[src/rtl/gray_pkg.sv]
// Shared types for the grayscale frame sequencer: FSM state, RGB888 and gray pixel types.
package gray_pkg;

  typedef enum logic [1:0] {
    StIdle,
    StRun,
    StDrain,
    StDone
  } state_e;

  typedef logic [23:0] rgb_t;
  typedef logic [7:0]  gray_t;

endpackage

[src/rtl/gray_frame_seq.sv]
// Streams one RGB frame through an external in-order grayscale converter into a gray buffer.
// Optional 16-bit completed-frame counter when GRAY_FRAME_SEQ_CNT_EN is defined.
module gray_frame_seq
  import gray_pkg::*;
#(
  parameter int unsigned IMG_W        = 640,
  parameter int unsigned IMG_H        = 480,
  parameter int unsigned ADDR_W       = 19,
  parameter int unsigned MAX_INFLIGHT = 8
) (
  input  logic              clk,
  input  logic              rst,
  input  logic              start,
  output logic              busy,
  output logic              done,
  output logic              rd_en,
  output logic [ADDR_W-1:0] rd_addr,
  input  logic [23:0]       rd_data,
  output logic              conv_valid,
  output logic [23:0]       conv_rgb,
  input  logic              gray_valid,
  input  logic [7:0]        gray_data,
  output logic              wr_en,
  output logic [ADDR_W-1:0] wr_addr,
  output logic [7:0]        wr_data
`ifdef GRAY_FRAME_SEQ_CNT_EN
  ,
  output logic [15:0]       frame_cnt
`endif
);

  localparam longint unsigned TotalPix = longint'(IMG_W) * longint'(IMG_H);
  localparam int unsigned     InflW    = $clog2(MAX_INFLIGHT + 1);
  localparam logic [ADDR_W-1:0] LastAddr = ADDR_W'(TotalPix - 1);
  localparam logic [InflW-1:0]  MaxInfl  = InflW'(MAX_INFLIGHT);

  if (TotalPix == 0 || TotalPix > (64'd1 << ADDR_W)) begin : g_size_check
    $error("gray_frame_seq: IMG_W*IMG_H must be in 1..2**ADDR_W");
  end
  if (MAX_INFLIGHT == 0) begin : g_inflight_check
    $error("gray_frame_seq: MAX_INFLIGHT must be at least 1");
  end

  state_e            state_q;
  logic [ADDR_W-1:0] rd_cnt_q;
  logic [ADDR_W-1:0] wr_cnt_q;
  logic [InflW-1:0]  inflight_q;
  logic              conv_valid_q;
  logic              wr_done_q;

  logic  active;
  logic  issue;
  logic  accept;
  logic  last_wr;
  rgb_t  pix;
  gray_t gpix;

  // Counters stay ADDR_W wide; completion is tracked on the last address so a
  // frame filling the whole address space still terminates.
  always_comb begin
    active  = (state_q == StRun) || (state_q == StDrain);
    issue   = !rst && (state_q == StRun) && (inflight_q < MaxInfl);
    accept  = !rst && active && gray_valid;
    last_wr = accept && (wr_cnt_q == LastAddr);
    pix     = rd_data;
    gpix    = gray_data;
  end

  always_ff @(posedge clk) begin
    if (rst) begin
      state_q      <= StIdle;
      rd_cnt_q     <= '0;
      wr_cnt_q     <= '0;
      inflight_q   <= '0;
      conv_valid_q <= 1'b0;
      wr_done_q    <= 1'b0;
    end else begin
      conv_valid_q <= issue;

      if (issue) begin
        rd_cnt_q <= rd_cnt_q + ADDR_W'(1);
      end
      if (accept) begin
        wr_cnt_q <= wr_cnt_q + ADDR_W'(1);
      end
      if (last_wr) begin
        wr_done_q <= 1'b1;
      end

      // A read and a result in the same cycle cancel out.
      case ({issue, accept})
        2'b10: inflight_q <= inflight_q + InflW'(1);
        2'b01: begin
          if (inflight_q != '0) begin
            inflight_q <= inflight_q - InflW'(1);
          end
        end
        default: ;
      endcase

      case (state_q)
        StIdle: begin
          if (start) begin
            rd_cnt_q   <= '0;
            wr_cnt_q   <= '0;
            inflight_q <= '0;
            wr_done_q  <= 1'b0;
            state_q    <= StRun;
          end
        end
        StRun: begin
          if (issue && (rd_cnt_q == LastAddr)) begin
            state_q <= StDrain;
          end
        end
        StDrain: begin
          if (wr_done_q || last_wr) begin
            state_q <= StDone;
          end
        end
        StDone: begin
          state_q <= StIdle;
        end
        default: state_q <= StIdle;
      endcase
    end
  end

  // Outputs are forced low while rst is high, even before the reset edge.
  always_comb begin
    busy       = !rst && active;
    done       = !rst && (state_q == StDone);
    rd_en      = issue;
    rd_addr    = issue ? rd_cnt_q : '0;
    conv_valid = !rst && conv_valid_q;
    conv_rgb   = conv_valid ? pix : '0;
    wr_en      = accept;
    wr_addr    = accept ? wr_cnt_q : '0;
    wr_data    = accept ? gpix : '0;
  end

`ifdef GRAY_FRAME_SEQ_CNT_EN
  logic [15:0] frame_cnt_q;

  always_ff @(posedge clk) begin
    if (rst) begin
      frame_cnt_q <= '0;
    end else if (state_q == StDone) begin
      frame_cnt_q <= frame_cnt_q + 16'd1;
    end
  end

  assign frame_cnt = rst ? '0 : frame_cnt_q;
`endif

endmodule
[config.mk]
export PLATFORM = sky130hd
export DESIGN_NAME = gray_frame_seq
export DESIGN_NICKNAME = d
export VERILOG_FILES = /design/src/rtl/gray_pkg.sv /design/src/rtl/gray_frame_seq.sv
export SDC_FILE = /design/constraint.sdc
export NUM_CORES = 1
export LEC_CHECK = 0
export CORE_ASPECT_RATIO = 1.75
export CORE_MARGIN = 2
export CORE_UTILIZATION = 63
export DETAILED_ROUTE_END_ITERATION = 7
export DONT_BUFFER_PORTS = 1
export GPL_ROUTABILITY_DRIVEN = 0
export PLACE_DENSITY = 0.79
export SLEW_MARGIN = 20
export SYNTH_ARGS = -nofsm -noshare
export SYNTH_HDL_FRONTEND = slang
export SYNTH_SLANG_ARGS = --single-unit
[constraint.sdc]
create_clock -name clk -period 2.45 [get_ports clk]
set_input_delay 0.245 -clock clk [delete_from_list [all_inputs] [get_ports clk]]
set_output_delay 0.245 -clock clk [all_outputs]
set_load 0.02 [all_outputs]
==> metrics <==
status=complete, no violations; pin count of the biggest net entering global routing=44; DR top layer=met4; Worst Hold Class=primary input to flop; Crit. End Element=output port; ys flop type=dfxtp_1; antenna cells=0; dpl hpwl=4440 um; # DRC=0; RSZ-0062 raised after global routing=false; syn avg cell area=8.14 um^2; syn nets=389; Hold Path Sink=conv_valid_q; layout cells sized above 1=7.14%; routed metal-1 wire length=2270 um; max cap viols=0; dpl cell area=0.00280 mm^2; cell family with the largest share of critical-path delay=adder cells; power density over the cells=614 mW/mm^2; Compound-Gate Fraction of Synth Area=6.24%; Post-Syn Area=0.00277 mm^2; reg2reg start=state_q[1]; vias in the first global route=2245; Post-Layout Cell Count=385; die height=91.7 um; num ports=111; row count=31; Final Cycle Share=92.2%; total power=1.78 mW; synth top area cells=dfxtp_1 (33%), and2_1 (9.5%), xor2_1 (7.3%); largest stage delay on the critical path=0.34 ns; GRT Total Usage=25.4%; worst path cell trace=inv_1 -> ha_1 -> nor3b_2 -> buf_4 -> ha_1; fin crit period=2.26 ns; Post-Synth Adder-Cell Area=5.88%; post-synth top area share=33.3%; clk sink count=46; antenna violations before repair=0; Worst-Skew Late Latency=0.30 ns; worst path bufs/invs=2; PortBufs=0; CTS tree=built; Synth Warn #=0; HP Start=rst; Finished Cell Area=0.00290 mm^2; static leakage=1.23 nW; critical path depth in cells=5; Worst Slack Setup Final=0.192 ns; crit path launch type=flop; hold path cells=1; Max FO, Critical Path=21; Vias/cell=6.06; Critical R2R Capture=state_q[1]; First-pass DRT Iterations=4; 1st-iter DRT viols=62; Detail Route Antenna Nets=0; first-pass GRT wire length=9720 um; #FFs+latches synth=46; peak supply drop=0.567 mV; setup_tns=0 ns; Max Clock Skew=0.00808 ns; mux cell area share after synthesis=0.905%; Clock transition at path regs=0.08 ns; CTS resizes=0; WL per Instance=15.4 um; Max Clk Rate=443 MHz; drt total wl=5920 um; Post-Syn Instances=340; Final Util=69.2%; routed length on met3=340 um; die area=0.00496 mm^2; critical path arrival=2.01 ns; met2 wire len=3180 um; Synth cell types=45; worst reg2reg setup slack=0.21 ns; async set-reset flop share out of synthesis=0%; CTS root buffer=clkbuf_8; Die W=54.1 um; largest family of logic cells by synthesized area=simple AND/OR/NAND/NOR gates; area delta synth->final=4.84%; htree depth=2; Tightest Pin Transition=0.802 ns; Slew headroom=46.5%; layout net count=384; Placed Cells=376; Slew Viols, Final=0; clk buf depth=2; CTS Buf Count=5; Final setup viols=0; CP required=2.20 ns; Final Hold Slack=0.0219 ns; cell accounting for the most synthesized area=dfxtp_1; number of synthesized flops with an enable pin=0; Post-CTS Setup Bufs=0; simple-gate portion of the synthesized area=39.0%; sequential element share of the synthesized area=33.3%; Fin. Hold Viols=0; slowest cell on the critical path=dfxtp_1; depth of the most critical reg-to-reg path=7; most frequent CP cell=ha_1; total gr overflow=0; Crit Path Class=flop to output port; CORE AREA=0.00419 mm^2; worst slack, placed=0.207 ns; initial core utilization=66.0%; Vias=2334; Synth Area in XOR/XNOR=9.81%
[repair_timing]
action	4_1_cts	5_1_grt
hold buffers	1	0
hold endpoints to repair	1	0
endpoints found under the setup margin	0	0
[cells in the mapped netlist, drive strengths merged, types with 2 or more instances]
| library cell | count |
|---|---|
| dfxtp | 46 |
| nor2 | 44 |
| and2 | 42 |
| and3 | 31 |
| nand2 | 26 |
| xor2 | 23 |
| clkbuf | 17 |
| inv | 16 |
| ha | 13 |
| nand4 | 10 |
| xnor2 | 8 |
| nand3 | 7 |
| nor3 | 7 |
| a21oi | 6 |
| o21ai | 4 |
| or3 | 4 |
| and2b | 3 |
| nor3b | 3 |
| nor4 | 3 |
| a211oi | 2 |
| a22oi | 2 |
| and4 | 2 |
| nand4b | 2 |
| nor4b | 2 |
[flip-flops by register name, summed over array words and instances (netlist names)]
register,cells
wr_cnt_q,19
wr_done_q,1
state_q,2
rd_cnt_q,19
inflight_q,4
conv_valid_q,1
[final cells by class]
cell class,instances,area [um^2]
clock buffer,6,82.6
clock inverter,2,12.5
fill,371,1290
inverter,16,60.1
multi-input combinational,260,1720
sequential,46,921
tap,49,61.3
timing repair buffer,6,47.5
[how the worst max path moves through the flow]
stage / slack, ns / from / end
2_1_floorplan: 0.006 / state_q[0] / inflight_q[1]
3_3_place_gp: 0.28 / state_q[1] / state_q[1]
3_5_place_dp: 0.21 / state_q[1] / state_q[1]
4_1_cts: 0.16 / state_q[1] / rd_addr[0]
5_1_grt: 0.02 / state_q[1] / rd_addr[0]
6_report: 0.19 / state_q[1] / rd_addr[0]
[kinds of logic after synthesis]
kind of cell,after synthesis
AND/OR/NAND/NOR,189
flip-flops,46
buffers and inverters,34
XOR/XNOR,31
AO/OA/AOI/OAI,25
adder cells (fa/ha/maj),13
multiplexers,2
[power breakdown]
group,total (mW),internal [mW],leakage (nW),switching (mW)
Combinational,0.509,0.160,0.813,0.348
Sequential,0.795,0.773,0.371,0.0222
Clock,0.477,0.227,0.0472,0.250
Total,1.78,1.16,1.23,0.621
[placed cells by master, fill, tap and decap left out, drive strengths merged, types with 2 or more instances in the layout]
| cell | Yosys | routed |
|---|---|---|
| xnor2 | 8 | 8 |
| and2 | 42 | 42 |
| nor3b | 3 | 3 |
| o21ai | 4 | 4 |
| a22oi | 2 | 2 |
| nor2 | 44 | 44 |
| a21oi | 6 | 6 |
| ha | 13 | 13 |
| a211oi | 2 | 2 |
| xor2 | 23 | 23 |
| and2b | 3 | 3 |
| nand2 | 26 | 26 |
| dfxtp | 46 | 46 |
| buf | 1 | 5 |
| inv | 16 | 16 |
| or3 | 4 | 4 |
| nand4b | 2 | 2 |
| nand3 | 7 | 7 |
| nor3 | 7 | 7 |
| clkbuf | 17 | 6 |
| nor4 | 3 | 3 |
| nor4b | 2 | 2 |
| and4 | 2 | 2 |
| and3 | 31 | 31 |
| nand4 | 10 | 10 |
[metal layers]
| metal | vias up | global-route usage, % |
|---|---|---|
| met1 | 1089 | 26.6 |
| met3 | 16 | 4.23 |
| met5 | - | 0 |
| met2 | 97 | 45.5 |
| met4 | 0 | 12.5 |
| li1 | 1132 | - |
No activity file was read; power rests on OpenSTA's default activity.
